`src/rtl/column_approx_seq_ctrl_pkg.sv`:
```
// Shared types and helpers for the column-truncated approximate multiplier family.
package column_approx_pkg;

  typedef enum logic [1:0] {
    IDLE = 2'd0,
    CALC = 2'd1,
    DONE = 2'd2
  } state_t;

  localparam int DEFAULT_LENGTH = 8;

  // Truncation levels beyond the operand width behave like full-width truncation.
  function automatic int unsigned clamp_theta(input int unsigned theta, input int unsigned length);
    return (theta > length) ? length : theta;
  endfunction

endpackage

```
`src/rtl/column_approx_seq_ctrl_if.sv`:
```
// Operand/result handshake bundle for the sequential approximate multiplier.
interface column_approx_seq_ctrl_if
  import column_approx_pkg::*;
#(
  parameter int LENGTH = DEFAULT_LENGTH,
  parameter int TW     = $clog2(LENGTH + 1)
);

  logic                  in_valid;
  logic                  in_ready;
  logic [LENGTH-1:0]     x;
  logic [LENGTH-1:0]     y;
  logic [TW-1:0]         theta;
  logic                  out_valid;
  logic                  out_ready;
  logic [2*LENGTH-1:0]   z;
  logic                  busy;

  modport master (
    output in_valid, x, y, theta, out_ready,
    input  in_ready, out_valid, z, busy
  );

  modport slave (
    input  in_valid, x, y, theta, out_ready,
    output in_ready, out_valid, z, busy
  );

endinterface

```
`src/rtl/column_approx_seq_ctrl_row_gen.sv`:
```
// One masked, shifted partial-product row: low k bits of x are cleared,
// where k = max(theta - idx, 0), then the row is placed at weight 2^idx.
module column_row_gen
  import column_approx_pkg::*;
#(
  parameter int LENGTH = DEFAULT_LENGTH,
  parameter int TW     = $clog2(LENGTH + 1),
  parameter int IW     = (LENGTH > 1) ? $clog2(LENGTH) : 1
) (
  input  logic [LENGTH-1:0]   x,
  input  logic                y_bit,
  input  logic [IW-1:0]       idx,
  input  logic [TW-1:0]       theta,
  output logic [2*LENGTH-1:0] row
);

  logic [TW-1:0]         idx_w;
  logic [TW-1:0]         k;
  logic [2*LENGTH-1:0]   x_w;
  logic [2*LENGTH-1:0]   masked;

  // Widen x before shifting so the row never loses high bits.
  always_comb begin
    idx_w  = TW'(idx);
    k      = (theta > idx_w) ? (theta - idx_w) : '0;
    x_w    = {{LENGTH{1'b0}}, x};
    masked = (x_w >> k) << k;
    row    = y_bit ? (masked << idx) : '0;
  end

endmodule

```
`src/rtl/column_approx_seq_ctrl.sv`:
```
// Sequential column-truncated approximate multiplier: one partial-product
// row per cycle through a shared row generator into a 2*LENGTH accumulator.
//
// state | meaning
// ------+-------------------------------------------------------------
// IDLE  | waiting for an operand pair; in_ready high
// CALC  | adding row cnt each cycle, LENGTH cycles, no zero-bit skipping
// DONE  | product on z with out_valid; held until out_ready
module column_approx_seq_ctrl
  import column_approx_pkg::*;
#(
  parameter int LENGTH = DEFAULT_LENGTH,
  parameter int TW     = $clog2(LENGTH + 1)
) (
  input logic                      clk,
  input logic                      rst,
  column_approx_seq_ctrl_if.slave  bus
);

  localparam int IW = (LENGTH > 1) ? $clog2(LENGTH) : 1;
  localparam int PW = 2 * LENGTH;

  state_t              state;
  state_t              state_nxt;
  logic [LENGTH-1:0]   x_l;
  logic [LENGTH-1:0]   y_l;
  logic [TW-1:0]       theta_l;
  logic [IW-1:0]       cnt;
  logic [PW-1:0]       acc;
  logic [PW-1:0]       row;
  logic                accept;
  logic                last_row;
  logic                in_ready_c;
  logic                out_valid_c;
  logic                busy_c;

  assign accept   = (state == IDLE) && bus.in_valid;
  assign last_row = (cnt == IW'(LENGTH - 1));

  column_row_gen #(
    .LENGTH (LENGTH),
    .TW     (TW),
    .IW     (IW)
  ) u_row_gen (
    .x     (x_l),
    .y_bit (y_l[cnt]),
    .idx   (cnt),
    .theta (theta_l),
    .row   (row)
  );

  // State register.
  always_ff @(posedge clk) begin
    if (rst) begin
      state <= IDLE;
    end else begin
      state <= state_nxt;
    end
  end

  // Next-state and handshake outputs; in_ready only in IDLE prevents overlap.
  always_comb begin
    state_nxt   = state;
    in_ready_c  = 1'b0;
    out_valid_c = 1'b0;
    busy_c      = 1'b0;
    case (state)
      IDLE: begin
        in_ready_c = 1'b1;
        if (bus.in_valid) state_nxt = CALC;
      end
      CALC: begin
        busy_c = 1'b1;
        if (last_row) state_nxt = DONE;
      end
      DONE: begin
        busy_c      = 1'b1;
        out_valid_c = 1'b1;
        if (bus.out_ready) state_nxt = IDLE;
      end
      default: state_nxt = IDLE;
    endcase
  end

  // Operand latch on accept, then one row accumulated per CALC cycle.
  always_ff @(posedge clk) begin
    if (rst) begin
      x_l     <= '0;
      y_l     <= '0;
      theta_l <= '0;
      cnt     <= '0;
      acc     <= '0;
    end else if (accept) begin
      x_l     <= bus.x;
      y_l     <= bus.y;
      theta_l <= TW'(clamp_theta(32'(bus.theta), LENGTH));
      cnt     <= '0;
      acc     <= '0;
    end else if (state == CALC) begin
      acc <= acc + row;
      cnt <= cnt + 1'b1;
    end
  end

  assign bus.in_ready  = in_ready_c;
  assign bus.out_valid = out_valid_c;
  assign bus.busy      = busy_c;
  assign bus.z         = acc;

endmodule

```
`src/flat_wrapper.sv`:
```
// flat-port wrapper written by rule: the top's interface ports become plain ports
module column_approx_seq_ctrl_flat import column_approx_pkg::*;
#(
  parameter int LENGTH = DEFAULT_LENGTH,
  parameter int TW     = $clog2(LENGTH + 1)
)
  (clk, rst, bus_in_valid, bus_x, bus_y, bus_theta, bus_out_ready, bus_in_ready, bus_out_valid, bus_z, bus_busy);
  column_approx_seq_ctrl_if #(.LENGTH(LENGTH), .TW(TW)) bus_i ();
  input logic clk;
  input logic rst;
  input wire logic [$bits(bus_i.in_valid)-1:0] bus_in_valid;
  input wire logic [$bits(bus_i.x)-1:0] bus_x;
  input wire logic [$bits(bus_i.y)-1:0] bus_y;
  input wire logic [$bits(bus_i.theta)-1:0] bus_theta;
  input wire logic [$bits(bus_i.out_ready)-1:0] bus_out_ready;
  output wire logic [$bits(bus_i.in_ready)-1:0] bus_in_ready;
  output wire logic [$bits(bus_i.out_valid)-1:0] bus_out_valid;
  output wire logic [$bits(bus_i.z)-1:0] bus_z;
  output wire logic [$bits(bus_i.busy)-1:0] bus_busy;
  assign bus_i.in_valid = bus_in_valid;
  assign bus_i.x = bus_x;
  assign bus_i.y = bus_y;
  assign bus_i.theta = bus_theta;
  assign bus_i.out_ready = bus_out_ready;
  assign bus_in_ready = bus_i.in_ready;
  assign bus_out_valid = bus_i.out_valid;
  assign bus_z = bus_i.z;
  assign bus_busy = bus_i.busy;
  column_approx_seq_ctrl #(.LENGTH(LENGTH), .TW(TW)) u_core (.clk(clk), .rst(rst), .bus(bus_i));
endmodule
```
`config.mk`:
```
export PLATFORM = sky130hd
export DESIGN_NAME = column_approx_seq_ctrl_flat
export DESIGN_NICKNAME = d
export VERILOG_FILES = /design/src/rtl/column_approx_seq_ctrl_pkg.sv /design/src/rtl/column_approx_seq_ctrl_if.sv /design/src/rtl/column_approx_seq_ctrl_row_gen.sv /design/src/rtl/column_approx_seq_ctrl.sv /design/src/flat_wrapper.sv
export SDC_FILE = /design/constraint.sdc
export NUM_CORES = 1
export LEC_CHECK = 0
export BUFFER_PORTS_ARGS = -buffer_cell sky130_fd_sc_hd__clkbuf_2
export CAP_MARGIN = 20
export CORE_MARGIN = 4
export CORE_UTILIZATION = 45
export CTS_CLUSTER_SIZE = 20
export DETAILED_ROUTE_END_ITERATION = 8
export PLACE_DENSITY_LB_ADDON = 0.3
export SLEW_MARGIN = 20
export SYNTH_ARGS = -nofsm -noshare
export SYNTH_HDL_FRONTEND = slang
export SYNTH_SLANG_ARGS = --single-unit
export TNS_END_PERCENT = 30
```
`constraint.sdc`:
```
create_clock -name clk -period 6.5 [get_ports clk]
set_clock_uncertainty 0.15 [all_clocks]
set_input_delay 1.3 -clock clk [delete_from_list [all_inputs] [get_ports clk]]
set_output_delay 1.3 -clock clk [all_outputs]
set_load 0.005 [all_outputs]
```
==> run summary, run 1 <==
The internal power of the cells totals 0.427 mW. The largest fanout on the critical path is 17. The worst hold slack after final layout is 310 ps. The combined global-route utilization of all metal layers came out at 0.172. The synthesis warning total came out at 0. CTS built an H-tree with a depth of 2.

Setup repair after global routing left no endpoint under its margin. The longest individual stage delay on the worst path came out at 720 ps. In the final layout, the share of cells above drive strength 1 is 0.169. The area of combinational cells with multiple inputs came out at 2090 sq um. The run finished with clean final reports. The worst path in the final design needs a cycle of 5610 ps, including I/O delays and setup.

In this run, synthesis produced a sequential element count of 41. The worst setup path is launched from a flip-flop. The final layout contains 462 nets.

Setup violations remaining at the end of the flow were counted as 0. The count of hold buffers inserted by post-cts repair is 0. After floorplanning, the core was divided into 29 placement rows. The number of global-route vias before repair came out at 2681. The number of different library cells in the post-synthesis netlist came out at 66. The number of clock buffers inserted by TritonCTS is 5. The share of synthesized registers carrying an async set or reset came out at 0.

The count of buffers added by post-CTS timing repair for setup is 0. The detailed-router iteration count before antenna repair is 4. The final total negative setup slack came out at 0 ps.

The maximum clock insertion buffer count came out at 2. Entering global routing, the biggest net connects 26 pins. The post-synthesis cell area came out at 3050 sq um.

The static leakage is 1.42 nW. For the pin with the worst max-slew slack, the measured transition is 694 ps. Among all cell types in the netlist, the one instantiated most often is sky130_fd_sc_hd__nand2_1.

For this design the total switching power over the nets is 0.237 mW. The arrival time at the worst endpoint is 5650 ps. The count of final hold-check violations was 0. The synthesized instance count is 380.

The sequential cell fraction of total power is 0.426. The total power divided by cell area is 197 nW/um^2. The aggregate global routing overflow came out at 0. The quantity of gates resized following cts is 0.

The worst register-to-register path has a depth of 18. The top-level port count is 43. The required time of the worst setup path came out at 6540 ps. The combinational cell fraction of total power is 0.313. The number of antenna violations at the first check in global routing is 0. The relative contribution of the clock network to total power came out at 0.261. OpenSTA, run right after detailed placement, puts the worst setup slack at 982 ps. Of the available clock period, the critical path in the final layout requires 0.862. The area growth from synthesis to layout is 10.5%. The clock insertion delay at the later pin of the skew report is 300 ps. Of the post-synthesis cell area, the dominant cell type holds 0.269. The die covers 8160 sq um. The number of antenna cells inserted came out at 0. The worst hold path belongs to the class flip-flop to flip-flop.

The count of buffers from port buffering came out at 42. The total vias in the final route came out at 2766. The total number of clock tree sinks came out at 41. After detailed placement, the design holds a cell count of 482. The count of nets left with antenna violations once routing finished came out at 0. The net switching fraction of the power came out at 0.357.

The final standard cell count with taps included and fillers excluded is 490. The horizontal extent of the die is 90.3 um. The share of the core filled with cells is 0.522. The primary flip-flop cell chosen by synthesis mapping is sky130_fd_sc_hd__dfxtp_1.

The sequential-to-total area share from yosys stat is 0.269. sky130_fd_sc_hd__dfxtp_1 takes more of the synthesized area than any other cell. The placeable core region came out at 6460 sq um.

At the end of routability-driven placement, the weighted congestion stood at 0.898. Using the TritonRoute via totals, the vias-per-cell ratio works out to 5.64. The residual DRC count came out at 0. Across the run, the number of max-cap violations was 0. Dividing the detail-routed wire length by the instance count gives 14.0 um. Setup slack closes at 894 ps. The net count of the mapped netlist came out at 430. The die span in y is 90.3 um. The first global-routing pass estimated 12000 um of wire.

The final HPWL from detailed placement is 5310 um. The maximum VDD drop came out at 0.000118 V. The first routing iteration left 178 violations. Wires add up to 6860 um. After synthesis, the cell types taking the most area are sky130_fd_sc_hd__dfxtp_1 27%, sky130_fd_sc_hd__ha_1 9.8%, sky130_fd_sc_hd__nand2_1 7.4%, sky130_fd_sc_hd__a21oi_1 5.6%, sky130_fd_sc_hd__mux2i_1 5.6%. The worst relative slew slack came out at 0.537. STA classifies the critical path endpoint as a flip-flop.

Clock-pin slew was measured on the worst setup and hold paths at 90 ps. The worst register-to-register path has a setup slack of 890 ps. The worst-path cell with the longest stage delay is sky130_fd_sc_hd__dfxtp_1.

Traced cell by cell, the critical path runs through ha_1 -> inv_1 -> fa_1 -> a211o_2 -> nand2b_2 -> mux4_2 -> mux2i_2 -> o221ai_1 -> nand2_1 -> o22ai_1 -> ha_1 -> and2b_1 -> o31ai_1 -> a211oi_1 -> o31a_2 -> a31oi_1 -> or4b_2 -> nand3_1. The initial cell density of the core came out at 0.472. CTS placed an instance of sky130_fd_sc_hd__clkbuf_8 at the clock tree root. The final max-slew violation count came out at 0. The worst hold path cell count came out at 2. The number of inserted filler cells in the final layout came out at 632.

The critical path in this run is classified as flip-flop to flip-flop. Counting stages on the worst path, the most repeated cell is sky130_fd_sc_hd__ha_1. The mean area per synthesized cell came out at 8.02 sq um. The number of enable flip-flop cells after synthesis came out at 0.

The highest achievable clock rate is 0.178 GHz. The CTS tree is done. The register cell area after layout came out at 821 sq um. The commonest cells after synthesis are 60 x sky130_fd_sc_hd__nand2_1, 41 x sky130_fd_sc_hd__dfxtp_1, 34 x sky130_fd_sc_hd__a21oi_1.
==> metrics by stage <==
stage          total power [mW]  instance area, sq um
3_3_place_gp              0.492                  3280
5_1_grt                   0.706                  3370
6_report                  0.664                  3370
4_1_cts                   0.668                  3370
3_5_place_dp              0.495                  3280
2_1_floorplan             0.453                  3050
==> worst max-delay path, delay by kind of cell, from the launching register on <==
family / cells / cell delay [ps]
compound gates: 7 / 2000
fa+ha+maj: 3 / 980
simple gates: 5 / 780
mux: 2 / 780
flops: 1 / 720
buf+inv: 1 / 70
==> power groups by stage <==
stage / Combinational, mW / Clock, mW / Sequential (mW)
after CTS: 0.208 / 0.177 / 0.282
after detailed placement: 0.207 / 0 / 0.288
final: 0.208 / 0.173 / 0.283
after global placement: 0.204 / 0 / 0.288
after global routing: 0.233 / 0.187 / 0.285
after floorplan: 0.172 / 0 / 0.281
==> cell families after synthesis <==
family          Yosys count  synth area share
buf+inv                  33            0.0460
compound gates           96             0.215
mux                      24            0.0944
xor+xnor                 12            0.0345
simple gates            148             0.230
flops                    41             0.269
fa+ha+maj                26             0.112
==> sequential cells by signal (all words and copies together) (netlist names) <==
register and flops:
u_core.state 2, u_core.x_l 8, u_core.y_l 8, u_core.theta_l 4, u_core.bus.z 16, u_core.cnt 3
==> layout by cell type, fill, tap and decap left out, drive strengths merged, types with 4 or more instances in the layout <==
cell    count
o21ai      14
xnor2      10
a211oi      8
a21oi      34
ha         24
a21o        4
and2        4
a31oi       5
nand2      60
mux2i      19
nand3      11
nor2       30
nand3b      8
inv        15
dfxtp      41
nand2b      8
clkbuf     48
nor3        9
==> final cells by class <==
class	instances	share of cell area
multi-input combinational	306	0.620
clock buffer	6	0.0215
clock inverter	2	0.00446
timing repair buffer	43	0.0646
inverter	15	0.0167
sequential	41	0.244
tap	77	0.0286
==> routing by layer <==
metal	global-route usage	part of all wire
met1	0.224	0.48
met2	0.287	0.46
met3	0.0367	0.046
met4	0.0497	0.014
met5	0	0
==> worst paths after layout <==
path | end | startpoint
hold / removal | u_core.y_l[6]$_SDFFE_PP0P_ | u_core.y_l[6]$_SDFFE_PP0P_
setup / recovery | u_core.bus.z[14]$_SDFFE_PP0N_ | u_core.cnt[0]$_SDFFE_PP0N_
setup reg to reg | u_core.bus.z[14]$_SDFFE_PP0N_ | u_core.cnt[0]$_SDFFE_PP0N_
hold reg to reg | u_core.y_l[6]$_SDFFE_PP0P_ | u_core.y_l[6]$_SDFFE_PP0P_
Note: power is estimated with default switching activity, not from simulation.
==> run 2: changes to the inputs <==
--- a/config.mk
+++ b/config.mk
@@ -11,6 +11,7 @@
 export CORE_UTILIZATION = 45
 export CTS_CLUSTER_SIZE = 20
 export DETAILED_ROUTE_END_ITERATION = 8
+export GPL_ROUTABILITY_DRIVEN = 0
 export PLACE_DENSITY_LB_ADDON = 0.3
 export SLEW_MARGIN = 20
 export SYNTH_ARGS = -nofsm -noshare
==> constraint.sdc (replaced) <==
create_clock -name clk -period 4.9 [get_ports clk]
set_clock_uncertainty 0.15 [all_clocks]
set_input_delay 0.98 -clock clk [delete_from_list [all_inputs] [get_ports clk]]
set_output_delay 0.98 -clock clk [all_outputs]
set_load 0.005 [all_outputs]
==> run summary, run 2 (same netlist as run 1, synthesis figures left out) <==
Outcome: finished, final reports clean (unchanged). The maximum VDD drop is 0.000141 V (was 0.000118 V). Highest-count cells in the layout ignoring fill and taps: 59 x sky130_fd_sc_hd__nand2_1, 42 x sky130_fd_sc_hd__clkbuf_2, 41 x sky130_fd_sc_hd__dfxtp_1 (was 60 x sky130_fd_sc_hd__nand2_1, 42 x sky130_fd_sc_hd__clkbuf_2, 41 x sky130_fd_sc_hd__dfxtp_1). The class of the tightest hold or removal check is flip-flop to flip-flop (unchanged). The number of clock buffers inserted by TritonCTS is 5 (unchanged). The highest achievable clock rate is 0.212 GHz (was 0.178 GHz).

The area growth from synthesis to layout is 17.5% (was 10.5%). The highest layer used for signal routing is met4 (unchanged). The number of DRC markers after the initial detailed-route iteration came out at 155 (was 178).

The total number of clock tree sinks is 41 (unchanged). The static leakage came to 1.51 nW (was 1.42 nW). The worst relative slew slack came to 0.516 (was 0.537).

Sequence of cells on the critical path: ha_1 -> inv_1 -> fa_2 -> a211o_4 -> nand2b_2 -> mux4_2 -> mux2i_4 -> o221ai_1 -> nand2_2 -> o22ai_1 -> ha_1 -> and2b_1 -> o31ai_1 -> buf_4 -> a211oi_4 -> o31a_2 -> a31oi_1 -> or4b_2 -> nand3_1 (was ha_1 -> inv_1 -> fa_1 -> a211o_2 -> nand2b_2 -> mux4_2 -> mux2i_2 -> o221ai_1 -> nand2_1 -> o22ai_1 -> ha_1 -> and2b_1 -> o31ai_1 -> a211oi_1 -> o31a_2 -> a31oi_1 -> or4b_2 -> nand3_1). The total vias in the final route was 2956 (was 2766). The count of hold buffers inserted by post-cts repair came out at 0 (unchanged). The full die area is 8160 sq um (unchanged). The number of global-route vias before repair is 2841 (was 2681).

The final HPWL from detailed placement came to 5570 um (was 5310 um). The most common cell after layout, fill and taps aside is sky130_fd_sc_hd__nand2_1 (unchanged). The placeable core region came out at 6460 sq um (unchanged). Setup repair after global routing missed its margin: yes (was no). The number of inserted filler cells in the final layout came out at 630 (was 632).

The CTS tree is done (unchanged). The initial cell density of the core was 0.472 (unchanged). The worst setup slack before clock tree synthesis came to -2.31 ps (was 982 ps).

The maximum level of the CTS H-tree came out at 2 (unchanged). The arrival time at the worst endpoint came to 4800 ps (was 5650 ps). The detailed-router iteration count before antenna repair was 4 (unchanged).

The clock root buffer master is sky130_fd_sc_hd__clkbuf_8 (unchanged). The routed length per instance is 14.4 um (was 14.0 um). The combined global-route utilization of all metal layers came out at 0.180 (was 0.172). The routed wire length is 7330 um (was 6860 um). The number of antenna cells inserted was 0 (unchanged). The share of the core filled with cells came out at 0.555 (was 0.522). The worst-path cell with the longest stage delay was sky130_fd_sc_hd__or4b_2 (was sky130_fd_sc_hd__dfxtp_1). The largest fanout on the critical path came to 7 (was 17). The met2 wire length came out at 3620 um (was 3140 um). The top-level port count came to 43 (unchanged). The flop-to-flop setup slack came out at 190 ps (was 890 ps). The row count is 29 (unchanged). The residual DRC count is 0 (unchanged). The category of the worst setup path launch point was a flip-flop (unchanged). The number of nets in the final layout is 481 (was 462). The share of post-route cells with drive strength above 1 is 0.231 (was 0.169). The maximum number of pins on one net before global-route repair came out at 26 (unchanged). The number of antenna violations at the first check in global routing was 0 (unchanged). The total power divided by cell area is 257 nW/um^2 (was 197 nW/um^2).

The flip-flop count of the largest register, all copies and words added is 16 (unchanged). The least setup slack across all paths after layout was 186 ps (was 894 ps). The die span in y came to 90.3 um (unchanged). The horizontal extent of the die is 90.3 um (unchanged). The sort of element at the end of the critical path is a flip-flop (unchanged). The longest individual stage delay on the worst path came out at 610 ps (was 720 ps). The share of the clock period used by the worst path came out at 0.962 (was 0.862). The via density per instance came out at 5.81 (was 5.64). The count of buffers from port buffering came out at 42 (unchanged). The first-pass GRT wire length came to 12600 um (was 12000 um). The cell occurring most often along the worst timing path was sky130_fd_sc_hd__ha_1 (unchanged). The number of endpoints failing setup at the final stage came out at 0 (unchanged). The clock edge transition at the registers on the reported setup and hold paths is 100 ps (was 90 ps).

The aggregate global routing overflow is 0 (unchanged). The number of max-cap violations is 0 (unchanged). The transition time at the pin with the least slew margin is 726 ps (was 694 ps). The post-detailed-route count of antenna-violating nets was 0 (unchanged). The met3 wire length is 406 um (was 313 um).

The routed metal-1 wire length is 3230 um (was 3300 um). The total design power is 0.922 mW (was 0.664 mW). The final max-slew violation count came to 0 (unchanged). The required time of the worst setup path came to 4980 ps (was 6540 ps). The count of final hold-check violations is 0 (unchanged). The clock insertion delay at the later pin of the skew report came to 300 ps (about the same). The post-route minimum period is 4710 ps (was 5610 ps).

The type of the worst setup path was flip-flop to flip-flop (unchanged). The maximum clock insertion buffer count is 2 (unchanged).
-- run 2: changes by cell type in the layout (fill, tap and decap cells not counted), sizes merged --
cell      delta
buf         +19
clkinvlp     +1
clkbuf       -1
-- run 2: metrics by stage --
| stage | cells | hold slack (ps) | setup TNS [ps] | cell area, sq um |
|---|---|---|---|---|
| finish | 509 | 303 | 0 | 3580 |
| global route | 509 | 332 | -136 | 3580 |
| CTS | 503 | 307 | 0 | 3470 |
| detailed placement | 495 | 295 | -2.31 | 3380 |
| global placement | 495 | 289 | 0 | 3380 |
| floorplan | 380 | 277 | 0 | 3050 |
-- run 2: metal layers --
metal,GRT usage,vias to the layer above
met2,0.312,98
met5,0,-
met1,0.226,1381
met3,0.0350,10
met4,0.0497,0
li1,-,1467
-- run 2: worst paths after layout --
path | from | end | depth (start not counted)
setup / recovery | u_core.cnt[0]$_SDFFE_PP0N_ | u_core.bus.z[14]$_SDFFE_PP0N_ | 19
hold / removal | u_core.theta_l[0]$_SDFFE_PP0P_ | u_core.theta_l[0]$_SDFFE_PP0P_ | 2
setup reg to reg | u_core.cnt[0]$_SDFFE_PP0N_ | u_core.bus.z[14]$_SDFFE_PP0N_ | 19
hold reg to reg | u_core.theta_l[0]$_SDFFE_PP0P_ | u_core.theta_l[0]$_SDFFE_PP0P_ | 2
-- run 2: worst max-delay path: cells and delay by family, from the launching register on --
family	cells	cell delay, ps
AO/OA/AOI/OAI	7	1210
adder cells (fa/ha/maj)	3	910
buffers and inverters	2	230
flip-flops	1	350
multiplexers	2	720
AND/OR/NAND/NOR	5	1080
-- run 2: timing repair --
item                                    CTS  global route
pin swaps                                 0            10
gates resized for setup                   1            13
endpoints found under the setup margin    1             4
buffers inserted                          0             6
-- run 2: final cells by class --
class	instances	area [sq um]	share of cell area
inverters	15	56.3	0.0157
flip-flops and latches	41	821	0.229
clock inverters	3	22.5	0.00629
clock buffers	5	68.8	0.0192
well taps	77	96.3	0.0269
multi-input cells	306	2160	0.602
repair buffers	62	360	0.101
-- run 2: where the power goes --
part	internal (mW)	switching, mW	total [mW]
Clock	0.100	0.134	0.234
Combinational	0.137	0.180	0.317
Sequential	0.353	0.0181	0.371
==> run 3: changes to the inputs <==
--- a/config.mk
+++ b/config.mk
@@ -13,6 +13,7 @@
 export DETAILED_ROUTE_END_ITERATION = 8
 export GPL_ROUTABILITY_DRIVEN = 0
 export PLACE_DENSITY_LB_ADDON = 0.3
+export RECOVER_POWER = 100
 export SLEW_MARGIN = 20
 export SYNTH_ARGS = -nofsm -noshare
 export SYNTH_HDL_FRONTEND = slang
==> run summary, run 3 (same netlist as run 1, synthesis figures left out) <==
The via density per instance is 5.79 (was 5.81). The routed length per instance is 14.4 um (about the same). The highest achievable clock rate came out at 0.212 GHz (about the same). The total power divided by cell area came out at 258 nW/um^2 (was 257 nW/um^2).

The launch point of the critical path is u_core.cnt[0]$_SDFFE_PP0N_ (unchanged). The placement-stage cell area came out at 3380 sq um (unchanged). The placeable core region is 6460 sq um (unchanged). The CTS tree is done (unchanged). The number of clock buffers inserted by TritonCTS is 5 (unchanged). The count of buffers from port buffering was 42 (unchanged).

The horizontal extent of the die is 90.3 um (unchanged). The maximum number of pins on one net before global-route repair is 26 (unchanged). The register cell area after layout was 821 sq um (unchanged).

The total number of clock tree sinks came out at 41 (unchanged). The launch point of the worst hold path is u_core.theta_l[0]$_SDFFE_PP0P_ (unchanged). The routed wire length is 7320 um (was 7330 um).

The detailed-router iteration count before antenna repair is 4 (unchanged). The total vias in the final route is 2947 (was 2956). Outcome: finished, final reports clean (unchanged).

The full die area was 8160 sq um (unchanged). The worst reg2reg path depth is 19 (unchanged). The top-level port count came to 43 (unchanged).

The sort of element at the end of the critical path is a flip-flop (unchanged). The post-detailed-route count of antenna-violating nets is 0 (unchanged). The maximum VDD drop came out at 0.000141 V (about the same). The required time of the worst setup path was 4990 ps (was 4980 ps). The clock root buffer master is sky130_fd_sc_hd__clkbuf_8 (unchanged). The area growth from synthesis to layout is 17.2% (was 17.5%). The count of final hold-check violations is 0 (unchanged). The area of combinational cells with multiple inputs is 2160 sq um (unchanged). The aggregate global routing overflow came out at 0 (unchanged).

The flip-flop count of the largest register, all copies and words added came out at 16 (unchanged). The post-route minimum period is 4710 ps (about the same). The type of the worst setup path was flip-flop to flip-flop (unchanged). The die span in y is 90.3 um (unchanged). The row count came to 29 (unchanged).

The clock insertion delay at the later pin of the skew report is 300 ps (about the same). The arrival time at the worst endpoint came out at 4800 ps (about the same). The number of antenna violations at the first check in global routing came out at 0 (unchanged). The worst setup slack before clock tree synthesis came out at -2.31 ps (unchanged). The least setup slack across all paths after layout was 187 ps (was 186 ps). The final max-slew violation count came out at 0 (unchanged).

The number of inserted filler cells in the final layout came out at 634 (was 630). The worst hold path cell count was 2 (unchanged). The maximum clock insertion buffer count is 2 (unchanged). The worst hold slack after final layout was 305 ps (was 303 ps).

The number of endpoints failing setup at the final stage was 0 (unchanged). The final standard cell count with taps included and fillers excluded is 509 (unchanged). The share of the clock period used by the worst path came out at 0.962 (about the same). The number of antenna cells inserted is 0 (unchanged).

The final HPWL from detailed placement came out at 5570 um (unchanged). The number of max-cap violations came out at 0 (unchanged). The number of DRC markers after the initial detailed-route iteration is 167 (was 155).

The post-route cell area came out at 3570 sq um (was 3580 sq um). The clock edge transition at the registers on the reported setup and hold paths is 100 ps (about the same). Setup repair after global routing missed its margin: yes (unchanged). The worst relative slew slack came out at 0.311 (was 0.516). The category of the worst setup path launch point is a flip-flop (unchanged). The combined global-route utilization of all metal layers is 0.180 (unchanged).

The residual DRC count is 0 (unchanged). The maximum level of the CTS H-tree came out at 2 (unchanged). The largest fanout on the critical path is 7 (unchanged).

The static leakage is 1.48 nW (was 1.51 nW). The transition time at the pin with the least slew margin is 1030 ps (was 726 ps). The most common cell after layout, fill and taps aside is sky130_fd_sc_hd__nand2_1 (unchanged).

The number of placed instances, taps included came out at 495 (unchanged). The class of the tightest hold or removal check is flip-flop to flip-flop (unchanged). The number of nets in the final layout is 481 (unchanged). The share of post-route cells with drive strength above 1 came out at 0.213 (was 0.231). Highest-count cells in the layout ignoring fill and taps: 59 x sky130_fd_sc_hd__nand2_1, 41 x sky130_fd_sc_hd__dfxtp_1, 34 x sky130_fd_sc_hd__a21oi_1, 34 x sky130_fd_sc_hd__clkbuf_2, 30 x sky130_fd_sc_hd__nor2_1 (was 59 x sky130_fd_sc_hd__nand2_1, 42 x sky130_fd_sc_hd__clkbuf_2, 41 x sky130_fd_sc_hd__dfxtp_1).

The reg-to-reg critical path startpoint was u_core.cnt[0]$_SDFFE_PP0N_ (unchanged). The first-pass GRT wire length came out at 12600 um (unchanged). The initial cell density of the core came out at 0.472 (unchanged).

The number of global-route vias before repair came out at 2841 (unchanged).
[run 3: cell types whose count changed in the layout (fill, tap and decap cells not counted)]
cell,before,now
sky130_fd_sc_hd__buf_1,0,1
sky130_fd_sc_hd__clkbuf_1,0,7
sky130_fd_sc_hd__and2_1,4,3
sky130_fd_sc_hd__and2_0,0,1
sky130_fd_sc_hd__clkbuf_2,42,34
[run 3: final timing paths]
| path | slack [ps] | end |
|---|---|---|
| setup / recovery | 190 | u_core.bus.z[14]$_SDFFE_PP0N_ |
| setup reg to reg | 190 | u_core.bus.z[14]$_SDFFE_PP0N_ |
| hold reg to reg | 310 | u_core.theta_l[0]$_SDFFE_PP0P_ |
| hold / removal | 310 | u_core.theta_l[0]$_SDFFE_PP0P_ |
[run 3: cell type report]
cell class	count	area share
clock buffer	5	0.0193
tap	77	0.0270
multi-input combinational	306	0.604
inverter	15	0.0158
clock inverter	3	0.00630
timing repair buffer	62	0.0981
sequential	41	0.230
[run 3: critical path, stage by stage (launching register included)]
cell                       delay (ps)
sky130_fd_sc_hd__dfxtp_1          350
sky130_fd_sc_hd__ha_1             140
sky130_fd_sc_hd__inv_1             70
sky130_fd_sc_hd__fa_2             430
sky130_fd_sc_hd__a211o_4          380
sky130_fd_sc_hd__nand2b_2         110
sky130_fd_sc_hd__mux4_2           540
sky130_fd_sc_hd__mux2i_4          180
sky130_fd_sc_hd__o221ai_1         170
sky130_fd_sc_hd__nand2_2          130
sky130_fd_sc_hd__o22ai_1          100
sky130_fd_sc_hd__ha_1             340
sky130_fd_sc_hd__and2b_1          150
sky130_fd_sc_hd__o31ai_1           60
sky130_fd_sc_hd__buf_4            160
sky130_fd_sc_hd__a211oi_4         230
sky130_fd_sc_hd__o31a_2           170
sky130_fd_sc_hd__a31oi_1          100
sky130_fd_sc_hd__or4b_2           610
sky130_fd_sc_hd__nand3_1           80
[run 3: per-layer routing]
metal | vias up | routed length (um) | GRT usage
met5 | - | 0 | 0
met1 | 1370 | 3170 | 0.226
li1 | 1465 | - | -
met3 | 10 | 456 | 0.0350
met2 | 102 | 3620 | 0.312
met4 | 0 | 85 | 0.0497
[run 3: where the power goes]
| part | switching [mW] | internal, mW |
|---|---|---|
| logic | 0.179 | 0.137 |
| clock network | 0.135 | 0.100 |
| registers | 0.0182 | 0.353 |
| total | 0.332 | 0.590 |
[run 3: metrics by stage]
step                       util  power [mW]  TNS, ps
after CTS                 0.538       0.907        0
after floorplan               -       0.601        0
after detailed placement  0.523       0.676    -2.31
final                     0.553       0.922        0
after global placement    0.523       0.668        0
after global routing      0.553       0.984     -136
[run 3: repair_timing]
action,CTS,global route
buffers inserted,0,6
setup endpoints to repair,1,4
hold buffers,0,0
pin swaps,0,10
gates resized for setup,1,13
